$ cat src/rtl/scene_renderer_if.sv
`default_nettype none
// +------------------------------------------------------------------+
// | scene_renderer_if: VGA pixel read bus between controller/renderer |
// | Rev 1.0                                                          |
// +------------------------------------------------------------------+
interface scene_renderer_if;
  logic        rdn;
  logic [8:0]  row_addr;
  logic [9:0]  col_addr;
  logic        vs;
  logic [11:0] vga_data;

  modport master (output rdn, output row_addr, output col_addr, output vs, input vga_data);
  modport slave  (input rdn, input row_addr, input col_addr, input vs, output vga_data);
endinterface
`default_nettype wire

$ cat src/rtl/scene_renderer.sv
`default_nettype none
// +------------------------------------------------------------------+
// | scene_renderer: per-pixel colour source for the dinosaur game.     |
// | Optional collision FSM: SCENE_COLLISION_EN.        Rev 1.0        |
// +------------------------------------------------------------------+
module scene_renderer #(
  parameter int GROUND_ROW = 400,
  parameter int DINO_COL   = 80
) (
  input  logic             CLK,
  input  logic             clrn,
  scene_renderer_if.slave  bus,
  input  logic [5:0]       dinosaur_height,
  input  logic [5:0]       ground_position,
  input  logic             game_status,
  output logic             collision,
  output logic             frame_tick
);

  localparam logic [9:0] c_dino_lo  = 10'(DINO_COL);
  localparam logic [9:0] c_dino_hi  = 10'(DINO_COL + 19);
  localparam logic [9:0] c_top_base = 10'(GROUND_ROW - 40);
  localparam logic [9:0] c_cact_lo  = 10'(GROUND_ROW - 32);
  localparam logic [9:0] c_cact_hi  = 10'(GROUND_ROW - 1);
  localparam logic [9:0] c_gnd_lo   = 10'(GROUND_ROW);
  localparam logic [9:0] c_gnd_hi   = 10'(GROUND_ROW + 3);
  localparam logic [7:0] c_cact_ph  = 8'd232;

  logic        r_vs_q;
  logic [5:0]  r_h_q;
  logic [5:0]  r_g_q;
  logic        r_over_q;
  logic [3:0]  r_blink_cnt;
  logic        r_frame_tick;
  logic [11:0] r_vga_data;

  logic        w_frame;
  logic [9:0]  w_row;
  logic [9:0]  w_top;
  logic [9:0]  w_bot;
  logic [7:0]  w_s_lo;
  logic        w_dino;
  logic        w_cactus;
  logic        w_ground;
  logic [11:0] w_pix;

  assign w_frame = bus.vs & ~r_vs_q;
  assign w_row   = {1'b0, bus.row_addr};
  assign w_top   = c_top_base - {2'b00, r_h_q, 2'b00};
  assign w_bot   = w_top + 10'd39;

  // Cactus phase only needs (col + 10*g) mod 256, so the sum is kept at 8 bits.
  assign w_s_lo  = bus.col_addr[7:0] + {r_g_q[4:0], 3'b000} + {1'b0, r_g_q, 1'b0};

  assign w_dino   = (bus.col_addr >= c_dino_lo) && (bus.col_addr <= c_dino_hi) &&
                    (w_row >= w_top) && (w_row <= w_bot);
  assign w_cactus = (w_s_lo >= c_cact_ph) && (w_row >= c_cact_lo) && (w_row <= c_cact_hi);
  assign w_ground = (w_row >= c_gnd_lo) && (w_row <= c_gnd_hi);

  always_comb begin
    w_pix = 12'hFFF;
    if (bus.rdn) begin
      w_pix = 12'h000;
    end else if (w_dino && !(r_over_q && r_blink_cnt[3])) begin
      w_pix = r_over_q ? 12'hF00 : 12'h333;
    end else if (w_cactus) begin
      w_pix = 12'h0A0;
    end else if (w_ground) begin
      w_pix = 12'h555;
    end
  end

  always_ff @(posedge CLK or negedge clrn) begin
    if (!clrn) begin
      r_vs_q       <= 1'b0;
      r_h_q        <= 6'd0;
      r_g_q        <= 6'd0;
      r_over_q     <= 1'b0;
      r_blink_cnt  <= 4'd0;
      r_frame_tick <= 1'b0;
      r_vga_data   <= 12'h000;
    end else begin
      r_vs_q       <= bus.vs;
      r_frame_tick <= w_frame;
      r_vga_data   <= w_pix;
      if (w_frame) begin
        r_h_q       <= dinosaur_height;
        r_g_q       <= ground_position;
        r_over_q    <= ~game_status;
        r_blink_cnt <= r_blink_cnt + 4'd1;
      end
    end
  end

  assign bus.vga_data = r_vga_data;
  assign frame_tick   = r_frame_tick;

`ifdef SCENE_COLLISION_EN
  localparam logic [1:0] c_idle   = 2'd0;
  localparam logic [1:0] c_hit    = 2'd1;
  localparam logic [1:0] c_report = 2'd2;

  logic [1:0] r_state;
  logic [1:0] w_state_nxt;
  logic       w_overlap;
  logic       r_collision;

  assign w_overlap = ~bus.rdn & w_dino & w_cactus & ~r_over_q;

  always_comb begin
    w_state_nxt = r_state;
    case (r_state)
      c_idle:   if (w_overlap) w_state_nxt = c_hit;
      c_hit:    if (w_frame) w_state_nxt = c_report;
      c_report: w_state_nxt = w_overlap ? c_hit : c_idle;
      default:  w_state_nxt = c_idle;
    endcase
  end

  // The pulse follows the REPORT state by one cycle, landing just after frame_tick.
  always_ff @(posedge CLK or negedge clrn) begin
    if (!clrn) begin
      r_state     <= c_idle;
      r_collision <= 1'b0;
    end else begin
      r_state     <= w_state_nxt;
      r_collision <= (r_state == c_report);
    end
  end

  assign collision = r_collision;
`else
  assign collision = 1'b0;
`endif

endmodule
`default_nettype wire

$ cat src/flat_wrapper.sv
// flat-port wrapper written by rule: the top's interface ports become plain ports
module scene_renderer_flat 
#(
  parameter int GROUND_ROW = 400,
  parameter int DINO_COL   = 80
)
  (CLK, clrn, dinosaur_height, ground_position, game_status, collision, frame_tick, bus_rdn, bus_row_addr, bus_col_addr, bus_vs, bus_vga_data);
  scene_renderer_if bus_i ();
  input  logic CLK;
  input  logic clrn;
  input  logic [5:0] dinosaur_height;
  input  logic [5:0] ground_position;
  input  logic game_status;
  output logic collision;
  output logic frame_tick;
  input wire logic [$bits(bus_i.rdn)-1:0] bus_rdn;
  input wire logic [$bits(bus_i.row_addr)-1:0] bus_row_addr;
  input wire logic [$bits(bus_i.col_addr)-1:0] bus_col_addr;
  input wire logic [$bits(bus_i.vs)-1:0] bus_vs;
  output wire logic [$bits(bus_i.vga_data)-1:0] bus_vga_data;
  assign bus_i.rdn = bus_rdn;
  assign bus_i.row_addr = bus_row_addr;
  assign bus_i.col_addr = bus_col_addr;
  assign bus_i.vs = bus_vs;
  assign bus_vga_data = bus_i.vga_data;
  scene_renderer #(.GROUND_ROW(GROUND_ROW), .DINO_COL(DINO_COL)) u_core (.CLK(CLK), .clrn(clrn), .bus(bus_i), .dinosaur_height(dinosaur_height), .ground_position(ground_position), .game_status(game_status), .collision(collision), .frame_tick(frame_tick));
endmodule
$ cat config.mk
export PLATFORM = sky130hd
export DESIGN_NAME = scene_renderer_flat
export DESIGN_NICKNAME = d
export VERILOG_FILES = /design/src/rtl/scene_renderer_if.sv /design/src/rtl/scene_renderer.sv /design/src/flat_wrapper.sv
export SDC_FILE = /design/constraint.sdc
export NUM_CORES = 1
export LEC_CHECK = 0
export CORE_ASPECT_RATIO = 1.4
export CORE_MARGIN = 2
export CORE_UTILIZATION = 50
export DETAILED_ROUTE_END_ITERATION = 10
export DONT_BUFFER_PORTS = 1
export PLACE_DENSITY = 0.73
export SLEW_MARGIN = 20
export SYNTH_ARGS = -nofsm -noshare
export SYNTH_HDL_FRONTEND = slang
export SYNTH_SLANG_ARGS = --single-unit
$ cat constraint.sdc
create_clock -name CLK -period 3 [get_ports CLK]
set_input_delay 0.6 -clock CLK [delete_from_list [all_inputs] [get_ports CLK]]
set_output_delay 0.6 -clock CLK [all_outputs]
set_load 0.03 [all_outputs]
After elaboration in Yosys (flattened, before gate mapping). Cells that the tools add are included.

Memories: 0. Bits in read-only memories: 0. Output and inout port bits: 14. Bits in registers: 31. Bits in latches: 0. Input port bits: 36. Word-level logic and storage cells: 38. Memory bits (writable): 0.

Muxes and demuxes: 5. Bitwise operators: 3. Add/subtract/negate cells: 5. Div/mod/pow operators: 0. Reduce and logical (&&, ||, !) cells: 9. Eq/ne operators: 0. Shift-type cells: 0. Magnitude comparators: 9. Multipliers: 0.

Operators with widths (count): 2-to-1 mux 12 bit (5); >= comparator 9 bit (second input constant) (2); <= comparator 9 bit (second input constant) (2); adder 10 x 6 -> 10 bit (second input constant) (1); >= comparator 10 x 7 -> 1 bit (second input constant) (1); >= comparator 9 x 10 -> 1 bit (1); <= comparator 10 x 7 -> 1 bit (second input constant) (1); <= comparator 9 x 10 -> 1 bit (1); subtractor 9 x 8 -> 10 bit (first input constant) (1); adder 8 x 7 -> 8 bit (1); adder 8 bit (1); >= comparator 8 bit (second input constant) (1); logical AND 1 bit (8); adder 4 x 1 -> 4 bit (second input constant) (1); NOT 1 bit (2); AND 1 bit (1); zero test 1 bit (1).

Logic depth before layout (Yosys ltp).
Depth in word-level cells: 8. Gate-level depth with buffers: 13. Gate-level depth less buffers: 12.

Worst setup path after synthesis. No wires, ideal clock.

Kind: input-to-reg. Start point: input bus_col_addr[3]. End point: register u_core.r_vga_data[1] (netlist: u_core.bus.vga_data[1]). Setup time: 133 ps. Required time: 2867 ps. Buffers on the path: 0. Arrival time: 2506 ps. Path slack: 361 ps. Stages on the path: 9. Cell sequence: inv_1 -> fa_1 -> fa_1 -> nor2b_1 -> o311a_1 -> o21ai_0 -> a21oi_1 -> o22ai_2 -> a21boi_1.

Cells in the longest elaborated chain, start to end: 8. Elaborated cells on any way between the ends: 14. Classes of those cells: add/sub (2); order compare (3); mux (3); reduce/logical (6).

RTL lines: start: declaration (RTL line flat_wrapper.sv:18) `input wire logic [$bits(bus_i.col_addr)-1:0] bus_col_addr;`; adder 8 bit (RTL line scene_renderer.sv:53) `assign w_s_lo = bus.col_addr[7:0] + {r_g_q[4:0], 3'b000} + {1'b0, r_g_q, 1'b0};`; adder 8 x 7 -> 8 bit (RTL line scene_renderer.sv:53); >= comparator 8 bit (RTL line scene_renderer.sv:57) `assign w_cactus = (w_s_lo >= c_cact_ph) && (w_row >= c_cact_lo) && (w_row <= c_cact_hi);`; logical AND 1 bit (2 in series) (RTL line scene_renderer.sv:57); 2-to-1 mux 12 bit (RTL line scene_renderer.sv:66) `end else if (w_cactus) begin`; 2-to-1 mux 12 bit (*) (RTL line scene_renderer.sv:64) `end else if (w_dino && !(r_over_q && r_blink_cnt[3])) begin`; 2-to-1 mux 12 bit (*) (RTL line scene_renderer.sv:62) `if (bus.rdn) begin`; net u_core.w_pix[1] (RTL line scene_renderer.sv:45) `logic [11:0] w_pix;`; end signal: assignment (RTL line scene_renderer.sv:85) `r_vga_data <= w_pix;`; end: declaration (RTL line scene_renderer.sv:35) `logic [11:0] r_vga_data;`.

The timed path passes the listed nets; every way through them passes the cells marked *. A chain may end at the register's enable or synchronous reset.

Final worst setup path.
Start point: register u_core.r_h_q[0]. End point: register u_core.r_vga_data[1] (netlist: u_core.bus.vga_data[1]).

Cells in the longest elaborated chain, start to end: 7. Elaborated cells on any way between the ends: 9. Classes of those cells: add/sub (2); order compare (2); mux (2); reduce/logical (3).

RTL lines: start: declaration (RTL line scene_renderer.sv:30) `logic [5:0] r_h_q;`; start signal: assignment (RTL line scene_renderer.sv:87) `r_h_q <= dinosaur_height;`; subtractor 9 x 8 -> 10 bit (*) (RTL line scene_renderer.sv:49) `assign w_top = c_top_base - {2'b00, r_h_q, 2'b00};`; adder 10 x 6 -> 10 bit or >= comparator 9 x 10 -> 1 bit (tied branches) (RTL line scene_renderer.sv:50, scene_renderer.sv:56); <= comparator 9 x 10 -> 1 bit or logical AND 1 bit (tied branches) (RTL line scene_renderer.sv:56, scene_renderer.sv:55); logical AND 1 bit (*) (RTL line scene_renderer.sv:56) `(w_row >= w_top) && (w_row <= w_bot);`; logical AND 1 bit (*) (RTL line scene_renderer.sv:64); 2-to-1 mux 12 bit (*) (RTL line scene_renderer.sv:64); 2-to-1 mux 12 bit (*) (RTL line scene_renderer.sv:62); net u_core.w_pix[1] (RTL line scene_renderer.sv:45).

Marks and branches as above.

==> results.json <==
{
  "met2_length_um": 1911,
  "endpoint": "u_core.bus.vga_data[1]$_DFF_PN0_",
  "syn-num-nets": 255,
  "yosysTopAreaCell": "dfrtp_1",
  "route.met3.wl_um": 255,
  "critPathMaxFanout": 8,
  "place_inst": 229,
  "synth.distinct_cells": 45,
  "fin_ws_ns": 0.2200,
  "fp.dieArea_um2": 4536,
  "finalCritPeriodShare_pct": 92.67,
  "p_comb_share_pct": 34.7,
  "async_flop_share_pct": 100.0,
  "peakVddDrop_uv": 388.9,
  "syn_to_final_growth_pct": 8.807,
  "cp.arrival_ns": 2.98,
  "hpwl_um": 2938,
  "clock_skew_ns": 0.006431,
  "wire_per_inst_um": 15.63,
  "outcome": "finished, final reports clean",
  "synth_area_leaders": "dfrtp_1 (36%), ha_1 (14%), mux2_2 (5.6%)",
  "grt_start_max_net_pins": 29,
  "p_clk_share_pct": 28.1,
  "worstPathCellList": "ha_2 > o21ai_0 > xor2_1 > nand2_1 > xnor2_1 > ha_1 > nand4_1 > o21ai_1 > o2bb2ai_2 > o211ai_4 > o22ai_2 > a21boi_1",
  "setup_tns_ns": 0,
  "synth_top_cells_by_count": "dfrtp_1 (29), ha_1 (23), inv_1 (17)",
  "num_antenna_cells": 0,
  "yosysSeqAreaShare_pct": 36.23,
  "synth_edf_count": 0,
  "rr_worst_depth": 12,
  "path_clk_slew_ns": 0.06,
  "cts_tree": "done",
  "final_cell_count_no_fill": 239,
  "synthFlopType": "dfrtp_1",
  "worstSetupPathType": "reg -> reg",
  "slew-limit-headroom_pct": 41.49,
  "setup-violations-final": 0,
  "tightest_slew_ns": 0.8748,
  "critical_path.endpoint_type": "register",
  "final.min_clock_period_ns": 2.780,
  "cts-root-buf": "clkbuf_8",
  "grt_pass1_vias": 1476,
  "rsz0062_at_grt": "no",
  "fmax_ghz": 0.3597,
  "initial_core_util_pct": 51.56,
  "dr_total_vias": 1441,
  "drv_cap": 0,
  "place_ws_ns": 0.1283,
  "globalplace.congestion": 0.8000,
  "grt_antenna_before_repair": 0,
  "core_um2": 3885,
  "chipWidth_um": 57.50,
  "r2r_setup_slack_ns": 0.22,
  "clock_latency_ns": 0.28,
  "cts_max_level": 2,
  "pwr_density_cell_nw_per_um2": 676.8,
  "synth_top_area_share_pct": 36.23,
  "seq_power_share_pct": 37.2,
  "grt_pass1_wl_um": 6141,
  "clock_sinks": 29,
  "sw_frac_of_total_pct": 33.97,
  "syn-mean-instance-area_um2": 10.49,
  "r2r-start": "u_core.r_h_q[0]$_DFFE_PN0P_",
  "switchingPower_uw": 501.1,
  "synth_area_um2": 2003,
  "cp_data_required_time_ns": 3.20,
  "total_power_mw": 1.475,
  "yosysWarningCount": 0,
  "crit_slowest_cell": "dfrtp_1",
  "grt_overflow_total": 0,
  "ys_ff_latch": 29,
  "antenna_left": 0,
  "rows": 27,
  "crit_start": "u_core.r_h_q[0]$_DFFE_PN0P_",
  "io_buffers": 0,
  "hold_viol": 0,
  "m1WireLength_um": 1440,
  "vias_per_cell": 6.029,
  "die_y_um": 78.89,
  "ios": 50,
  "nets": 259,
  "yosys.cell_count.top_type": "dfrtp_1",
  "first_iter_violations": 30,
  "track_usage_pct": 17.54,
  "crit_path_start_kind": "register",
  "utilization_pct": 56.10,
  "worstReg2RegEnd": "u_core.bus.vga_data[1]$_DFF_PN0_",
  "power.internal_uw": 974.0,
  "routed.top_layer": "met4",
  "clock_path_buffers": 2,
  "min_path_type": "in -> async",
  "drtPass1Iterations": 4,
  "cts_inserted_buffers": 5,
  "finalMaxSlewViolations": 0,
  "drive_gt1_share_pct": 13.27,
  "drc": 0,
  "leakage_nw": 0.9659,
  "routed_wl_um": 3735,
  "synth_cells": 191,
  "cpPeakStageDelay_ns": 0.46
}
-- routing by layer --
layer  vias to the layer above  GRT usage (%)
met4                         0          9.302
met5                         -              0
met3                        14          5.212
met2                        54          31.14
met1                       700          18.05
li1                        673              -
-- cells by family (layout without fill, tap and decap cells) --
| logic type | count (synthesis) | after routing | synth area share [%] |
|---|---|---|---|
| AO/OA/AOI/OAI | 43 | 43 | 15.43 |
| XOR/XNOR | 14 | 14 | 6.121 |
| adder cells (fa/ha/maj) | 28 | 28 | 19.36 |
| buffers and inverters | 24 | 29 | 5.059 |
| flip-flops | 29 | 29 | 36.23 |
| multiplexers | 11 | 11 | 6.121 |
| other | 1 | 1 | 0.1872 |
| AND/OR/NAND/NOR | 41 | 41 | 11.49 |
-- registers in the layout, summed over array words and instances (netlist names) --
| signal | count |
|---|---|
| u_core.bus.vga_data | 10 |
| u_core.frame_tick | 1 |
| u_core.r_g_q | 6 |
| u_core.r_vs_q | 1 |
| u_core.r_blink_cnt | 4 |
| u_core.r_h_q | 6 |
| u_core.r_over_q | 1 |
-- cell type report --
cell class,instances,area [um2]
repair buffers,4,35.03
clock buffers,7,86.33
flip-flops and latches,29,725.7
clock inverters,1,30.03
inverters,17,63.81
fillers,327,1705
well taps,43,53.80
multi-input cells,138,1185
-- placed cells by master, fill, tap and decap left out, types with 3 or more instances in the layout --
master,n
dfrtp_1,29
ha_1,22
inv_1,17
a21oi_1,10
xnor2_1,10
o21ai_0,10
mux2_2,10
nand2_1,9
nor2_1,9
clkbuf_8,6
fa_1,5
xor2_1,4
nor2b_1,4
nand2b_1,3
nand4_1,3
nor3_1,3
-- per-stage QoR --
stage                     hold WS (ns)  cell area [um2]
final                          0.01427             2180
after global placement          0.3052             2034
after CTS                    0.0006601             2161
after detailed placement        0.3052             2034
after floorplan                 0.3044             2003
after global routing         0.0002015             2180
-- power by group through the flow --
| stage | clock, mW | combinational [mW] | sequential, mW |
|---|---|---|---|
| after floorplan | 0 | 0.410 | 0.529 |
| after global placement | 0 | 0.454 | 0.546 |
| after detailed placement | 0 | 0.492 | 0.553 |
| after CTS | 0.425 | 0.499 | 0.548 |
| after global routing | 0.442 | 0.582 | 0.557 |
| final | 0.415 | 0.511 | 0.549 |
-- worst max-delay path: cells and delay by family, from the launching register on --
kind	cells	cell delay (ns)
AOI/OAI and AO/OA	6	1.12
and+or+nand+nor	2	0.20
adders and majority gates	2	0.58
DFF	1	0.46
xor gates and xnor gates	2	0.35
-- repair_timing --
action	CTS	global route
gates resized for setup	0	3
buffers inserted	0	0
setup endpoints to repair	0	4
hold endpoints to repair	2	19
hold buffers	1	1
-- worst min path at each step --
stage	start	end	slack (ns)	cells past startpoint
after detailed placement	clrn	u_core.bus.vga_data[10]$_DFF_PN0_	0.31	0
after floorplan	clrn	u_core.bus.vga_data[10]$_DFF_PN0_	0.30	0
final	clrn	u_core.bus.vga_data[8]$_DFF_PN0_	0.01	0
after CTS	clrn	u_core.r_h_q[1]$_DFFE_PN0P_	0.0007	0
after global routing	clrn	u_core.bus.vga_data[4]$_DFF_PN0_	0.0002	0
after global placement	clrn	u_core.bus.vga_data[8]$_DFF_PN0_	0.31	0
No activity file was read; power rests on OpenSTA's default activity.
